**config.mk**
```make
export PLATFORM = sky130hd
export DESIGN_NAME = matmul_seq_ctrl
export DESIGN_NICKNAME = d
export VERILOG_FILES = /design/src/rtl/matmul_seq_ctrl.sv
export SDC_FILE = /design/constraint.sdc
export NUM_CORES = 1
export LEC_CHECK = 0
export ABC_AREA = 1
export CORE_AREA = 2 2 178 180
export DETAILED_ROUTE_END_ITERATION = 16
export DIE_AREA = 0 0 180 182
export DONT_BUFFER_PORTS = 1
export PLACE_DENSITY = 0.52
export SETUP_SLACK_MARGIN = 0.02
export SYNTH_ARGS = -nofsm -noshare
export SYNTH_HDL_FRONTEND = slang
export SYNTH_SLANG_ARGS = --single-unit
```
**constraint.sdc**
```tcl
create_clock -name clk -period 1.9 [get_ports clk]
set_input_delay 0.57 -clock clk [delete_from_list [all_inputs] [get_ports clk]]
set_output_delay 0.57 -clock clk [all_outputs]
set_load 0.05 [all_outputs]
```
**src/rtl/matmul_seq_ctrl.sv**
```systemverilog
// Matrix-multiply sequencer: walks A and B in shared memory, feeds the external
// multiplier over req/ack, accumulates and writes C back in row-major order.
module matmul_seq_ctrl #(
  parameter int unsigned DATA_W   = 32,
  parameter int unsigned ADDR_W   = 10,
  parameter int unsigned M        = 2,
  parameter int unsigned K        = 2,
  parameter int unsigned N        = 2,
  parameter int unsigned A_OFFSET = 0,
  parameter int unsigned B_OFFSET = 4,
  parameter int unsigned C_OFFSET = 8
) (
  input  logic              clk,
  input  logic              reset,
  input  logic              start,
  output logic              ready,
  output logic [ADDR_W-1:0] mem_addr,
  output logic              mem_rd_en,
  output logic              mem_wr_en,
  output logic [DATA_W-1:0] mem_wdata,
  input  logic [DATA_W-1:0] mem_rdata,
  output logic              mult_req,
  output logic [DATA_W-1:0] mult_a,
  output logic [DATA_W-1:0] mult_b,
  input  logic              mult_ack,
  input  logic [DATA_W-1:0] mult_result
);

  localparam int unsigned I_W = (M > 1) ? $clog2(M) : 1;
  localparam int unsigned J_W = (N > 1) ? $clog2(N) : 1;
  localparam int unsigned K_W = (K > 1) ? $clog2(K) : 1;

  typedef enum logic [2:0] {
    IDLE  = 3'd0,
    RD_A  = 3'd1,
    RD_B  = 3'd2,
    CAP_B = 3'd3,
    MUL   = 3'd4,
    ACC   = 3'd5,
    WR_C  = 3'd6
  } state_t;

  state_t            state_q, state_d;
  logic              start_q;
  logic [I_W-1:0]    i_q, i_d;
  logic [J_W-1:0]    j_q, j_d;
  logic [K_W-1:0]    k_q, k_d;
  logic [DATA_W-1:0] acc_q, acc_d;
  logic [DATA_W-1:0] prod_q, prod_d;
  logic [DATA_W-1:0] acc_sum;
  logic              i_last, j_last, k_last;

  logic              ready_d, mem_rd_en_d, mem_wr_en_d, mult_req_d;
  logic [ADDR_W-1:0] mem_addr_d;
  logic [DATA_W-1:0] mem_wdata_d, mult_a_d, mult_b_d;

  function automatic logic [ADDR_W-1:0] a_addr(input logic [I_W-1:0] row,
                                               input logic [K_W-1:0] col);
    return ADDR_W'(A_OFFSET) + ADDR_W'(row) * ADDR_W'(K) + ADDR_W'(col);
  endfunction

  function automatic logic [ADDR_W-1:0] b_addr(input logic [K_W-1:0] row,
                                               input logic [J_W-1:0] col);
    return ADDR_W'(B_OFFSET) + ADDR_W'(row) * ADDR_W'(N) + ADDR_W'(col);
  endfunction

  function automatic logic [ADDR_W-1:0] c_addr(input logic [I_W-1:0] row,
                                               input logic [J_W-1:0] col);
    return ADDR_W'(C_OFFSET) + ADDR_W'(row) * ADDR_W'(N) + ADDR_W'(col);
  endfunction

  assign acc_sum = acc_q + prod_q;
  assign i_last  = (i_q == I_W'(M - 1));
  assign j_last  = (j_q == J_W'(N - 1));
  assign k_last  = (k_q == K_W'(K - 1));

  // State, indices and all outputs; outputs are computed one state ahead so they are registered
  always_ff @(posedge clk or negedge reset) begin
    if (!reset) begin
      state_q   <= IDLE;
      start_q   <= 1'b0;
      i_q       <= '0;
      j_q       <= '0;
      k_q       <= '0;
      acc_q     <= '0;
      prod_q    <= '0;
      ready     <= 1'b0;
      mem_addr  <= '0;
      mem_rd_en <= 1'b0;
      mem_wr_en <= 1'b0;
      mem_wdata <= '0;
      mult_req  <= 1'b0;
      mult_a    <= '0;
      mult_b    <= '0;
    end else begin
      state_q   <= state_d;
      start_q   <= start;
      i_q       <= i_d;
      j_q       <= j_d;
      k_q       <= k_d;
      acc_q     <= acc_d;
      prod_q    <= prod_d;
      ready     <= ready_d;
      mem_addr  <= mem_addr_d;
      mem_rd_en <= mem_rd_en_d;
      mem_wr_en <= mem_wr_en_d;
      mem_wdata <= mem_wdata_d;
      mult_req  <= mult_req_d;
      mult_a    <= mult_a_d;
      mult_b    <= mult_b_d;
    end
  end

  // Next-state and next-output logic
  always_comb begin
    state_d     = state_q;
    i_d         = i_q;
    j_d         = j_q;
    k_d         = k_q;
    acc_d       = acc_q;
    prod_d      = prod_q;
    ready_d     = ready;
    mem_addr_d  = mem_addr;
    mem_rd_en_d = 1'b0;
    mem_wr_en_d = 1'b0;
    mem_wdata_d = mem_wdata;
    mult_req_d  = 1'b0;
    mult_a_d    = mult_a;
    mult_b_d    = mult_b;

    case (state_q)
      IDLE: begin
        if (start && !start_q) begin
          ready_d     = 1'b0;
          i_d         = '0;
          j_d         = '0;
          k_d         = '0;
          acc_d       = '0;
          state_d     = RD_A;
          mem_rd_en_d = 1'b1;
          mem_addr_d  = a_addr('0, '0);
        end
      end
      RD_A: begin
        state_d     = RD_B;
        mem_rd_en_d = 1'b1;
        mem_addr_d  = b_addr(k_q, j_q);
      end
      RD_B: begin
        mult_a_d = mem_rdata;
        state_d  = CAP_B;
      end
      CAP_B: begin
        mult_b_d   = mem_rdata;
        state_d    = MUL;
        mult_req_d = 1'b1;
      end
      MUL: begin
        if (mult_ack) begin
          prod_d  = mult_result;
          state_d = ACC;
        end else begin
          mult_req_d = 1'b1;
        end
      end
      ACC: begin
        acc_d = acc_sum;
        if (!k_last) begin
          k_d         = k_q + K_W'(1);
          state_d     = RD_A;
          mem_rd_en_d = 1'b1;
          mem_addr_d  = a_addr(i_q, k_q + K_W'(1));
        end else begin
          state_d     = WR_C;
          mem_wr_en_d = 1'b1;
          mem_addr_d  = c_addr(i_q, j_q);
          mem_wdata_d = acc_sum;
        end
      end
      WR_C: begin
        acc_d = '0;
        k_d   = '0;
        if (!j_last) begin
          j_d         = j_q + J_W'(1);
          state_d     = RD_A;
          mem_rd_en_d = 1'b1;
          mem_addr_d  = a_addr(i_q, '0);
        end else if (!i_last) begin
          j_d         = '0;
          i_d         = i_q + I_W'(1);
          state_d     = RD_A;
          mem_rd_en_d = 1'b1;
          mem_addr_d  = a_addr(i_q + I_W'(1), '0);
        end else begin
          j_d     = '0;
          i_d     = '0;
          state_d = IDLE;
          ready_d = 1'b1;
        end
      end
      default: state_d = IDLE;
    endcase
  end

endmodule

```
# Word level (Yosys, flattened, before mapping)
# Index checks and enable logic that the tools add are counted.
# Widths: inputs -> output; s select.
dict set report word_totals {
  ff_bits 181
  out_inout_bits 110
  wordCells 82
}
dict set report op_classes {
  addsub 9
  eq_ne 11
  mux 33
  reduce_logical 14
}
# operator count
set ops {}
lappend ops {{$pmux 32 s3} 1}
lappend ops {{$pmux 10 s4} 1}
lappend ops {{$add 32x32->32} 1}
lappend ops {{$mux 32} 1}
lappend ops {{$mux 10} 3}
lappend ops {{$pmux 3 s7} 1}
lappend ops {{$mux 1} 16}
lappend ops {{$reduce_and 2->1} 5}
lappend ops {{$eq 3x3->1 const B} 3}
lappend ops {{$mux 3} 3}
lappend ops {{$ne 2x2->1 const B} 4}
lappend ops {{$pmux 1 s2} 4}
lappend ops {{$add 5x1->6} 1}
lappend ops {{$eq 3x2->1 const B} 2}
lappend ops {{$mux 6} 1}
lappend ops {{$reduce_and 3->1} 2}
lappend ops {{$add 4x1->5} 1}
lappend ops {{$add 4x2->5 const A} 1}
lappend ops {{$add 3x2->4 const A} 1}
lappend ops {{$pmux 1 s4} 1}
lappend ops {{$reduce_and 4->1} 1}
lappend ops {{$reduce_bool 4->1} 1}
lappend ops {{$add 1x1->1 const B} 3}
lappend ops {{$add 2x1->3} 1}
lappend ops {{8 further kinds} 8}

# Logic depth before layout (Yosys ltp)
dict set report depth {
  word_depth 4
  depth_mapped 12
}

# Least setup slack after synthesis
# No wires, ideal clock.
dict set report synth_timing {
  path_type {register to register}
  from {register acc_q[0]}
  to {register mem_wdata[12]}
  arrival_time_ns 1.708
  t_required_ns 1.782
  path_slack_ns 0.074
  stages_incl_launch_ff 10
  n_path_buf 0
  synth_period_minus_slack_ns 1.826
  path_cell_list {dfrtp_1 > ha_1 > fa_1 > nand3_1 > nand3_1 > nand3_1 > nand3_1 > or2_1 > nand3_1 > nand2_1}
}
dict set report synth_between {
  elab_chain_cells 1
}
# item line_no
set synth_rtl {}
lappend synth_rtl {{start, declared} 48} ;# logic [DATA_W-1:0] acc_q, acc_d;
lappend synth_rtl {{start signal, assigned} 85} ;# acc_q <= '0;
lappend synth_rtl {{start signal, assigned} 101} ;# acc_q <= acc_d;
lappend synth_rtl {{$add 32x32->32} 72} ;# assign acc_sum = acc_q + prod_q;
lappend synth_rtl {{end signal, assigned} 107} ;# mem_wdata <= mem_wdata_d;
lappend synth_rtl {{end, declared} 20} ;# output logic [DATA_W-1:0] mem_wdata,
# No other way between the ends.
# A chain may end at the register's enable or synchronous reset.

# Final worst setup path
dict set report layout_timing {
  from {register acc_q[9]}
  to {register acc_q[25]}
}
dict set report layout_between {
  elab_chain_cells 2
}
# item line_no
set layout_rtl {}
lappend layout_rtl {{$add 32x32->32} 72}
lappend layout_rtl {{$pmux 32 s3} 131} ;# case (state_q)
# No other way between the ends.

==> flow_summary.toml <==
[sta]
rsz0062_at_grt = "true"
worstMarginPinSlew_ps = 579
worst_slack_ps = 46.5
slew_violations = 0
max_freq_mhz = 540
skew_ps = 10.2
fin_hold_ws_ps = -171
fin_crit_sh_pct = 97.6
relSlewSlack_pct = 61.4
layout_min_cycle_time_ps = 1850
finalSetupViolCount = 0
hold_viol = 175

[die]
die_width_microns = 180
core_sq_um = 31000
fp-row-count = 65
start_util_pct = 29.4
die_area_sq_um = 32800
io_pins = 178
die_y_microns = 182

[critical_path]
critPathSlowestCell = "dfrtp_1"
start_kind = "flop"
crit_chain = "ha_4 -> nand2_2 -> inv_2 -> nand2_1 -> inv_1 -> buf_4 -> nand2_1 -> nor2_1 -> nand2_1 -> nand2_1 -> nand2_2 -> nand3_2 -> nand2_1"
r2r_slack_ps = 50
worstPathRequired_ps = 2220
path_buf_inv = 3
slowest_delay_ps = 420
r2r_cells = 13
worstReg2RegEnd = "acc_q[25]"
crit_fanout = 4
criticalPathCategory = "reg2reg"
path_common_cell = "nand2_1"
critPathTopFamily = "simple AND/OR/NAND/NOR gates"
cp_data_arrival_time_ps = 2170
cp-end-kind = "flop"
r2r-start = "acc_q[9]"

[logic_synthesis]
synth_edf_count = 0
syn_inst = 1122
synthDistinctLibCells = 40
syn_area_per_cell_sq_um = 8.13
yosys_warnings = 0
syn-cell-area_sq_um = 9130
async_flop_share_pct = 100
synthFlopType = "dfrtp_1"
yosysSeqAreaShare_pct = 48.0
ys_ff_latch = 175

[power_and_ir_drop]
ir_drop_uv = 872
power_density_nw_per_um2 = 2030
p_leak_nw = 6.12

[layout]
final_cell_area_sq_um = 11700
final_common_cell = "nand2_1"
n_fill_cell = 3172
syn_to_final_growth_pct = 28.3
mostFrequentLayoutCells = "nand2_1 (337), dfrtp_1 (174), inv_1 (151)"
fin_nets = 1294
final_layout_size_suffix_gt1_share_pct = 27.3

[worst_hold_path]
hold_class = "in2async"

[detailed_routing]
drtAntennaViolNets = 0
first_iter_violations = 332
via_per_inst = 4.48
dr.pass1.iters = 4
drt_wl_total_microns = 25500
wl_per_cell_microns = 15.9
drcViolationCount = 0
via_count = 7196

[global_route]
antenna_found_initial = 2
grt_max_degree = 176
grt_usage_pct = 15.6
overflow = 0
grt_pass1_vias = 7274
grt_pass1_wl_microns = 40100

[status]
violations = "negative hold slack"
outcome = "finished with violations"

[clock_network]
cts_tree = "done"
cts.sinks = 175
cts_buffers = 17
htreeDepth = 4
root_buffer = "clkbuf_16"
clkLatencyLatePin_ps = 440
path_clk_slew_ps = 70
clock_path_buffers = 2

[placement]
gp_congestion = 0.887
place_hpwl_microns = 18200
dpl-instance-area_sq_um = 9920
port_buffers = 0
pre_cts_ws_ps = -194

[job]
drv_cap = 0
[synthesized netlist by cell type (3+ instances only)]
cell type,n,area share [%]
a21oi_1,25,1.4
buf_2,14,0.77
buf_4,10,0.82
buf_6,5,0.62
clkbuf_1,7,0.29
dfrtp_1,175,48
ha_1,33,4.5
inv_1,159,6.5
inv_2,6,0.25
mux2_4,30,4.9
nand2_1,400,16
nand2_2,3,0.21
nand3_1,62,3.4
nand3b_1,3,0.25
nand4_1,3,0.21
nor2_1,44,1.8
nor2_2,4,0.27
nor3_1,4,0.22
o21ai_0,85,4.7
o21ai_1,11,0.60
xnor2_1,12,1.2
[state kept, by name, summed over array words and instances (netlist names), 3 cells and up]
name,flops
acc_q,32
mem_wdata,32
mult_a,32
mult_b,32
prod_q,32
mem_addr,4
state_q,3
[cells by family (layout without fill, tap and decap cells)]
family / after synthesis / in the layout / synth area share [%]
buf+inv: 201 / 279 / 9.28
simple gates: 534 / 534 / 23.9
compound gates: 132 / 132 / 7.58
flops: 175 / 175 / 48.0
fa+ha+maj: 34 / 34 / 4.74
mux: 32 / 32 / 5.18
other cells: 1 / 7 / 0.0411
xor+xnor: 13 / 13 / 1.25
[repair_timing]
item,in CTS,in global routing
resized for setup,51,152
pin swaps,8,53
setup buffers,0,27
hold endpoints to repair,175,175
endpoints found under the setup margin,40,51
[worst max path at each step]
stage | from | endpoint | slack, ps | cells past startpoint
floorplan | acc_q[0] | mem_wdata[12] | 70 | 9
global placement | acc_q[0] | mem_wdata[24] | -160 | 10
detailed placement | acc_q[0] | mem_wdata[24] | -190 | 10
CTS | acc_q[0] | mem_wdata[20] | -20 | 9
global route | acc_q[9] | acc_q[25] | -70 | 13
finish | acc_q[9] | acc_q[25] | 50 | 13
[metal layers]
metal,vias to the layer above,track usage (%),routed length (microns)
met5,-,0,33
met4,4,4.52,339
met3,24,5.19,1830
met2,205,25.1,12000
met1,3338,19.9,11300
li1,3625,-,-
[through the flow]
step | power (W) | hold slack [ps] | std cells | setup TNS [ps] | utilization (%)
global route | 0.0255 | -197 | 1607 | -409 | 37.8
finish | 0.0238 | -171 | 1608 | 0 | 37.8
floorplan | 0.0151 | 274 | 1127 | 0 | -
global placement | 0.0176 | 280 | 1548 | -1820 | 32.0
detailed placement | 0.0177 | 280 | 1548 | -2630 | 32.0
CTS | 0.0220 | -202 | 1580 | -39.5 | 34.9
[report_power, final]
group / internal [W] / switching [W]
sequential: 0.00531 / 0.00504
clock: 0.00206 / 0.00167
combinational: 0.00458 / 0.00514
total: 0.0120 / 0.0118
[area by class of cell]
cell class              count  area (sq um)  area share (%)
multi-input cells         751          4860            41.5
flip-flops and latches    175          4380            37.4
repair buffers             82           713            6.09
inverters                 165           622            5.31
well taps                 402           503            4.30
clock buffers              19           453            3.87
clock inverters            13           168            1.43
diodes                      1          2.50          0.0214
No activity file was read; power rests on OpenSTA's default activity.
